--- src/rtl/btn_count_ctrl_pkg.sv ---
// ============================================================================
// Package : btn_count_ctrl_pkg
// Brief   : Shared constants for the button-to-counter command controller.
// Rev     : 1.0  initial release
// ============================================================================
`default_nettype none

package btn_count_ctrl_pkg;

  localparam int c_val_w          = 5;
  localparam int c_db_cycles_def  = 4;
  localparam int c_rpt_delay_def  = 16;
  localparam int c_rpt_rate_def   = 4;

  localparam logic [1:0] c_st_idle   = 2'd0;
  localparam logic [1:0] c_st_first  = 2'd1;
  localparam logic [1:0] c_st_delay  = 2'd2;
  localparam logic [1:0] c_st_repeat = 2'd3;

  function automatic int max2(input int a, input int b);
    return (a > b) ? a : b;
  endfunction

endpackage

`default_nettype wire

--- src/rtl/btn_debounce.sv ---
// ============================================================================
// Module : btn_debounce
// Brief  : Two-flop synchronizer followed by a consecutive-mismatch debouncer.
// Rev    : 1.0  initial release
// ============================================================================
`default_nettype none

module btn_debounce
  import btn_count_ctrl_pkg::*;
#(
  parameter int DB_CYCLES = c_db_cycles_def
) (
  input  logic clk,
  input  logic rst,
  input  logic btn_raw,
  output logic btn_db
);

  localparam int c_cnt_w = $clog2(DB_CYCLES + 1);

  logic               r_sync1;
  logic               r_sync2;
  logic               r_db;
  logic [c_cnt_w-1:0] r_cnt;

  // Level flips on the edge after DB_CYCLES consecutive mismatching cycles.
  always_ff @(posedge clk or posedge rst) begin
    if (rst) begin
      r_sync1 <= 1'b0;
      r_sync2 <= 1'b0;
      r_db    <= 1'b0;
      r_cnt   <= '0;
    end else begin
      r_sync1 <= btn_raw;
      r_sync2 <= r_sync1;
      if (r_sync2 != r_db) begin
        if (r_cnt == c_cnt_w'(DB_CYCLES)) begin
          r_db  <= r_sync2;
          r_cnt <= '0;
        end else begin
          r_cnt <= r_cnt + c_cnt_w'(1);
        end
      end else begin
        r_cnt <= '0;
      end
    end
  end

  assign btn_db = r_db;

endmodule

`default_nettype wire

--- src/rtl/btn_count_ctrl.sv ---
// ============================================================================
// Module : btn_count_ctrl
// Brief  : Debounced up/down/load buttons to one-cycle counter commands with
//          auto-repeat, boundary suppression and load priority.
// Rev    : 1.0  initial release
// ============================================================================
`default_nettype none

module btn_count_ctrl
  import btn_count_ctrl_pkg::*;
#(
  parameter int DB_CYCLES = c_db_cycles_def,
  parameter int RPT_DELAY = c_rpt_delay_def,
  parameter int RPT_RATE  = c_rpt_rate_def
) (
  input  logic               clk,
  input  logic               rst,
  input  logic               up_btn,
  input  logic               dn_btn,
  input  logic               load_btn,
  input  logic [c_val_w-1:0] load_val,
  input  logic               high,
  input  logic               low,
  output logic               up,
  output logic               down,
  output logic               load,
  output logic [c_val_w-1:0] in_val
);

  localparam int c_tmr_w = $clog2(max2(RPT_DELAY, RPT_RATE) + 1);

  logic [2:0]         w_raw;
  logic [2:0]         w_db;
  logic [2:0]         r_db_q;
  logic [2:0]         w_rise;
  logic               w_conflict;
  logic               w_held;

  logic [1:0]         r_state;
  logic [1:0]         w_state_nxt;
  logic               r_dir;
  logic               w_dir_nxt;
  logic [c_tmr_w-1:0] r_tmr;
  logic [c_tmr_w-1:0] w_tmr_nxt;
  logic               w_fire;

  logic               r_up;
  logic               r_dn;
  logic               r_ld;
  logic [c_val_w-1:0] r_in_val;
  logic               w_up_nxt;
  logic               w_dn_nxt;
  logic               w_ld_nxt;
  logic [c_val_w-1:0] w_val_nxt;

  // Bit 0 = up, bit 1 = down, bit 2 = load.
  assign w_raw = {load_btn, dn_btn, up_btn};

  for (genvar gi = 0; gi < 3; gi++) begin : g_db
    btn_debounce #(
      .DB_CYCLES (DB_CYCLES)
    ) u_db (
      .clk     (clk),
      .rst     (rst),
      .btn_raw (w_raw[gi]),
      .btn_db  (w_db[gi])
    );
  end

  assign w_rise     = w_db & ~r_db_q;
  assign w_conflict = w_db[0] & w_db[1];
  assign w_held     = r_dir ? w_db[1] : w_db[0];

  always_ff @(posedge clk or posedge rst) begin : p_reg
    if (rst) begin
      r_state  <= c_st_idle;
      r_dir    <= 1'b0;
      r_tmr    <= '0;
      r_db_q   <= '0;
      r_up     <= 1'b0;
      r_dn     <= 1'b0;
      r_ld     <= 1'b0;
      r_in_val <= '0;
    end else begin
      r_state  <= w_state_nxt;
      r_dir    <= w_dir_nxt;
      r_tmr    <= w_tmr_nxt;
      r_db_q   <= w_db;
      r_up     <= w_up_nxt;
      r_dn     <= w_dn_nxt;
      r_ld     <= w_ld_nxt;
      r_in_val <= w_val_nxt;
    end
  end

  // Timer counts cycles since the last pulse; it is cleared on every pulse.
  always_comb begin : p_next
    w_state_nxt = r_state;
    w_dir_nxt   = r_dir;
    w_tmr_nxt   = r_tmr;
    w_fire      = 1'b0;
    if (w_rise[2] || w_conflict) begin
      w_state_nxt = c_st_idle;
      w_tmr_nxt   = '0;
    end else begin
      case (r_state)
        c_st_idle: begin
          w_tmr_nxt = '0;
          if (w_rise[0]) begin
            w_state_nxt = c_st_first;
            w_dir_nxt   = 1'b0;
            w_fire      = 1'b1;
          end else if (w_rise[1]) begin
            w_state_nxt = c_st_first;
            w_dir_nxt   = 1'b1;
            w_fire      = 1'b1;
          end
        end
        c_st_first: begin
          if (!w_held) begin
            w_state_nxt = c_st_idle;
            w_tmr_nxt   = '0;
          end else begin
            w_state_nxt = c_st_delay;
            w_tmr_nxt   = c_tmr_w'(1);
          end
        end
        c_st_delay: begin
          if (!w_held) begin
            w_state_nxt = c_st_idle;
            w_tmr_nxt   = '0;
          end else if (r_tmr == c_tmr_w'(RPT_DELAY - 1)) begin
            w_state_nxt = c_st_repeat;
            w_tmr_nxt   = '0;
            w_fire      = 1'b1;
          end else begin
            w_tmr_nxt   = r_tmr + c_tmr_w'(1);
          end
        end
        c_st_repeat: begin
          if (!w_held) begin
            w_state_nxt = c_st_idle;
            w_tmr_nxt   = '0;
          end else if (r_tmr == c_tmr_w'(RPT_RATE - 1)) begin
            w_tmr_nxt   = '0;
            w_fire      = 1'b1;
          end else begin
            w_tmr_nxt   = r_tmr + c_tmr_w'(1);
          end
        end
        default: begin
          w_state_nxt = c_st_idle;
          w_tmr_nxt   = '0;
        end
      endcase
    end
  end

  // Load never coincides with w_fire, so the three commands stay exclusive.
  always_comb begin : p_out
    w_up_nxt  = w_fire & ~w_dir_nxt & ~high;
    w_dn_nxt  = w_fire &  w_dir_nxt & ~low;
    w_ld_nxt  = w_rise[2];
    w_val_nxt = w_rise[2] ? load_val : r_in_val;
  end

  assign up     = r_up;
  assign down   = r_dn;
  assign load   = r_ld;
  assign in_val = r_in_val;

endmodule

`default_nettype wire

--- config.mk ---
export PLATFORM = sky130hd
export DESIGN_NAME = btn_count_ctrl
export DESIGN_NICKNAME = d
export VERILOG_FILES = /design/src/rtl/btn_count_ctrl_pkg.sv /design/src/rtl/btn_debounce.sv /design/src/rtl/btn_count_ctrl.sv
export SDC_FILE = /design/constraint.sdc
export NUM_CORES = 1
export LEC_CHECK = 0
export ABC_AREA = 1
export BUFFER_PORTS_ARGS = -buffer_cell sky130_fd_sc_hd__clkbuf_2
export CAP_MARGIN = 5
export CORE_MARGIN = 1.5
export CORE_UTILIZATION = 40
export DETAILED_ROUTE_END_ITERATION = 12
export MAX_ROUTING_LAYER = met4
export SKIP_CTS_REPAIR_TIMING = 1
export SLEW_MARGIN = 10
export SYNTH_ARGS = -nofsm -noshare
export SYNTH_HDL_FRONTEND = slang
export SYNTH_SLANG_ARGS = --single-unit
export TNS_END_PERCENT = 100
--- constraint.sdc ---
create_clock -name clk -period 1.9 [get_ports clk]
set_input_delay 0.095 -clock clk [delete_from_list [all_inputs] [get_ports clk]]
set_output_delay 0.095 -clock clk [all_outputs]
set_load 0.02 [all_outputs]
After elaboration in Yosys (flattened, before gate mapping)
Index checks and enable logic that the tools add are counted.

word-level totals
  bits in registers = 37
  input port bits = 12
  output and inout bits = 8
  logic and storage cells = 88

operators by class
  $add $sub $neg = 4
  equal/unequal tests = 14
  mux-type cells = 34
  bitwise logic cells = 10
  reduce and logical (&&, ||, !) cells = 6

operators by type and width
  cell                                                                   number
  5-bit two-way mux                                                      5
  5-bit one-hot mux with 4 select lines                                  1
  3-bit two-way mux                                                      6
  2-bit two-way mux                                                      7
  1-bit two-way mux                                                      13
  3-bit by 1-bit adder with 3-bit output, second input constant          3
  3-bit equality test, second input constant                             3
  4-bit inequality test, second input constant                           2
  2-bit one-hot mux with 4 select lines                                  1
  2-bit AND reduction                                                    3
  5-bit by 1-bit adder with 5-bit output, second input constant          1
  1-bit bitwise AND                                                      5
  5-bit by 2-bit equality test with 1-bit output, second input constant  1
  5-bit by 4-bit equality test with 1-bit output, second input constant  1
  2-bit equality test, second input constant                             2
  3-bit bitwise AND                                                      1
  1-bit inequality test                                                  3
  3-bit inequality test, second input constant                           1
  1-bit inverter                                                         3
  3-bit inverter                                                         1
  1-bit one-hot mux with 3 select lines                                  1
  3-bit AND reduction                                                    1
  2-bit by 1-bit equality test with 1-bit output, second input constant  1
  2-bit logical NOT                                                      1
  1-bit logical OR                                                       1

Logic depth before layout (Yosys ltp)
  depth in word-level cells = 9
  depth in mapped cells = 10
  mapped depth without buffers = 10

By module
Synthesis repeated with hierarchy kept, for this count alone.

unflattened totals
  cell total of the unflattened synthesis = 201
  area, all modules = 1766.7 um^2

modules (own cells, without submodules)
  module          times used  cells each  area each (um^2)  sequential area each (um^2)
  btn_count_ctrl  1           120         982.2             475.5
  btn_debounce    3           27          261.5             150.1

Worst setup path after synthesis
OpenSTA, ideal clock, no wires.

  path kind = reg-to-reg
  from = register r_tmr[0]
  to = register r_dn, in the netlist down
  library setup time = 119 ps
  data arrival time = 1242 ps
  data required time = 1781 ps
  path slack = 539 ps
  stages on the path, launching flop included = 11
  buffers on the path = 0
  period minus slack after synthesis = 1361 ps
  cell sequence = dfrtp_1 > ha_1 > nand3_1 > inv_1 > ha_1 > inv_1 > nand2_1 > nand2_1 > nor2_1 > nor2_1 > nor2_1

between the ends
  cells in the longest elaborated chain, start to end = 7
  elaborated cells between the ends (all ways) = 10
  classes of those cells = eq/ne (2); mux (6); bitwise (2)

RTL lines
  item                                                                                                                     line                                          RTL
  start: declaration                                                                                                       btn_count_ctrl.sv:43                          logic [c_tmr_w-1:0] r_tmr;
  start signal: assignment                                                                                                 btn_count_ctrl.sv:87                          r_tmr <= w_tmr_nxt;
  5-bit by 2-bit equality test with 1-bit output / 5-bit by 4-bit equality test with 1-bit output (equally long branches)  btn_count_ctrl.sv:144, btn_count_ctrl.sv:132
  1-bit two-way mux (on tied branches)                                                                                     btn_count_ctrl.sv:144, btn_count_ctrl.sv:132
  1-bit two-way mux (on tied branches)                                                                                     btn_count_ctrl.sv:141, btn_count_ctrl.sv:129
  1-bit one-hot mux with 3 select lines *                                                                                  btn_count_ctrl.sv:106                         case (r_state)
  1-bit two-way mux *                                                                                                      btn_count_ctrl.sv:102                         if (w_rise[2] || w_conflict) begin
  1-bit bitwise AND * (2 in a row)                                                                                         btn_count_ctrl.sv:162                         w_dn_nxt = w_fire & w_dir_nxt & ~low;
  net w_dn_nxt                                                                                                             btn_count_ctrl.sv:52                          logic w_dn_nxt;
  end signal: assignment                                                                                                   btn_count_ctrl.sv:90                          r_dn <= w_dn_nxt;
  end: declaration                                                                                                         btn_count_ctrl.sv:48                          logic r_dn;

The timed path passes the listed nets; every way through them passes the cells marked *.
A chain may end at the register's enable or synchronous reset.

Worst setup path after layout
Same ends and word-level chain as after synthesis.

==> impl_metrics.yaml <==
outcome:
  status: "complete, but fails checks"
  violations: "negative hold slack"
timing:
  post-route-min-period_ns: 1.49
  setup_viol: 0
  finalSetupTns_ns: 0
  max_freq_ghz: 0.673
  min_period_over_period_pct: 78.2
  slew-limit-headroom_pct: 70.1
  slew_violations: 0
  finClkSkew_ns: 0.00773
  holdWs_ns: -0.00182
  rsz0062_at_grt: "false"
  timing.final.hold_violations: 1
  max_slew.worst_pin.slew_ns: 0.448
power_and_ir_drop:
  power.switching_mw: 1.20
  p_comb_share_pct: 36.8
  peakVddDrop_mv: 0.798
  share_seq_of_total_power_pct: 40.4
  leakage_nw: 1.05
  power.density_nw_per_um2: 1550
  internal_power_mw: 1.88
  swShare_pct: 39.0
  pwr-share-clk_pct: 22.9
synthesis:
  async_reset_ff_share_pct: 100
  synth_area_leaders: "dfrtp_1 56%, nand2_1 9.5%, ha_1 6.8%"
  ys_types: 16
  ys_seq_elements: 37
  ys.flop_type: "dfrtp_1"
  yosys.area.top_type_share_pct: 55.8
  yosysSeqAreaShare_pct: 55.8
  syn_nets: 201
  yosysWarnings: 0
  syn_inst: 180
  synth_edf_count: 0
  syn_area_per_cell_um2: 9.22
  yosysTopAreaCell: "dfrtp_1"
  syn_area_um2: 1660
critical_path:
  cp_cell_sequence: "ha_1 -> nand3_1 -> inv_1 -> ha_1 -> inv_1 -> nand2_1 -> nand2_1 -> nor2_1 -> nor2_1 -> nor2_1"
  r2r-start: "r_tmr[0]"
  cp.arrival_ns: 1.66
  max_stage_delay_ns: 0.39
  crit_path_end_kind: "register"
  required_ns: 2.08
  cp_common_cell: "nor2_1"
  worstSetupPathType: "register to register"
  rrSetupSlack_ns: 0.41
  critical-path-top-delay-family: "adder cells"
  crit_fanout: 3
  worstReg2RegEnd: "down"
  slowest_stage: "dfrtp_1"
  crit_path_start_kind: "register"
  worstRegToRegCells: 10
  critPathBufInv: 2
place:
  place_area_um2: 1820
  portBuffers: 19
  gp_congestion: 0.779
  post-dp-hpwl_mm: 1.92
floorplanning:
  die_y_um: 67.4
  start_util_pct: 41.5
  die-area_um2: 4540
  num_io_pins: 20
  core_region_area_um2: 4000
  die_x_um: 67.4
  rows: 23
drt:
  remaining_drc_errors: 0
  post_drt_via_cell_ratio: 4.37
  drtPass1Iterations: 4
  route.vias.total: 1144
  drt-total-wl_mm: 2.66
  antenna_left: 0
  post_drt_wl_per_cell_um: 10.2
  drt_iter0_markers: 55
clock_network:
  cts_made_buffers: 5
  tritoncts: "built"
  clkSlewWorstSetupHoldPaths_ns: 0.07
  htree_levels: 2
  cts.sinks: 37
  clk_latency_ns: 0.29
  cts-root-buf: "clkbuf_8"
  cts_buffer_depth: 2
final_layout:
  final_common_cell: "nand2_1"
  drive_above_1_share_pct: 17.9
  finalInstanceArea_um2: 1980
  nets: 232
  final_cell_mix: "42 x nand2_1, 37 x dfrtp_1, 27 x inv_1, 27 x nor2_1, 19 x clkbuf_2"
  antenna_cells: 0
  syn2layout_area_growth_pct: 19.6
global_routing:
  grt_pass1_vias: 1161
  grt_pass1_wl_mm: 4.80
  grt_antenna_before_repair: 0
  grtUsageTotal_pct: 14.9
  overflow: 0
  grt_max_degree: 38
hold_path:
  hold_start: "load_val[1]"
  min_path_cells: 3
  hold_end: "in_val[1]"
  hold_class: "input port to register"
run:
  maxCapViolCount: 0
sequential cells by signal (all words and copies together) (netlist names):
signal             cells
r_dir                  1
r_tmr                  5
r_state                2
up                     1
g_db.u_db.r_sync2      3
load                   1
g_db.u_db.r_sync1      3
down                   1
g_db.u_db.r_cnt        9
g_db.u_db.btn_db       3
r_db_q                 3
in_val                 5
worst register-to-register path: cells and delay by family, from the launching register on:
| family | cells | cell delay [ns] |
|---|---|---|
| buffers and inverters | 2 | 0.13 |
| AND/OR/NAND/NOR | 6 | 0.43 |
| flip-flops | 1 | 0.39 |
| adder cells (fa/ha/maj) | 2 | 0.43 |
per-stage QoR:
stage                     worst slack [ns]  total power, mW  hold slack (ns)  cells  util, %
final                                0.414             3.08         -0.00182    262     49.6
after global routing                 0.278             3.36          0.00280    262     49.6
after CTS                            0.409             3.13           -0.109    258     48.6
after detailed placement             0.419             2.40            0.205    250     45.6
after global placement               0.481             2.38            0.204    250     45.6
after floorplan                      0.539             2.11            0.126    180        -
power groups by stage:
| stage | Sequential, mW | Combinational (mW) | Clock, mW |
|---|---|---|---|
| global route | 1.28 | 1.32 | 0.760 |
| finish | 1.24 | 1.13 | 0.704 |
| floorplan | 1.31 | 0.805 | 0 |
| detailed placement | 1.25 | 1.15 | 0 |
| global placement | 1.25 | 1.13 | 0 |
| CTS | 1.25 | 1.15 | 0.730 |
cell families after synthesis:
family,count (synthesis),synth area share [%]
flip-flops,37,55.8
adder cells (fa/ha/maj),9,6.79
AO/OA/AOI/OAI,6,2.49
AND/OR/NAND/NOR,90,23.9
XOR/XNOR,8,4.22
buffers and inverters,30,6.79
per-layer routing:
layer / global-route usage [%] / up-vias / wire length (um) / part of all wire (%)
met5: - / - / 0 / 0
met4: 7.65 / 0 / 61 / 2.3
met3: 5.00 / 6 / 120 / 4.5
met2: 23.9 / 23 / 1220 / 46
met1: 16.6 / 509 / 1260 / 47
li1: - / 606 / - / -
worst max path at each step:
| stage | startpoint | to | slack [ns] | cells past startpoint |
|---|---|---|---|---|
| after detailed placement | r_tmr[0] | down | 0.42 | 10 |
| final | r_tmr[0] | down | 0.41 | 10 |
| after global placement | r_tmr[0] | down | 0.48 | 10 |
| after floorplan | r_tmr[0] | down | 0.54 | 10 |
| after global routing | r_tmr[0] | r_tmr[1] | 0.28 | 9 |
| after CTS | r_tmr[0] | down | 0.41 | 10 |
final cells by class:
type | count | area [um^2]
inverters | 30 | 113
clock inverters | 2 | 37.5
well taps | 50 | 62.6
repair buffers | 24 | 143
clock buffers | 6 | 82.6
fillers | 381 | 2020
multi-input cells | 113 | 621
flip-flops and latches | 37 | 926
cells in the mapped netlist, types with 5 or more instances:
cell	count
dfrtp_1	37
ha_1	9
nand3_1	9
nor2_1	27
a21oi_1	5
nand2_1	42
xnor2_1	5
inv_1	27
No activity file was read; power rests on OpenSTA's default activity.
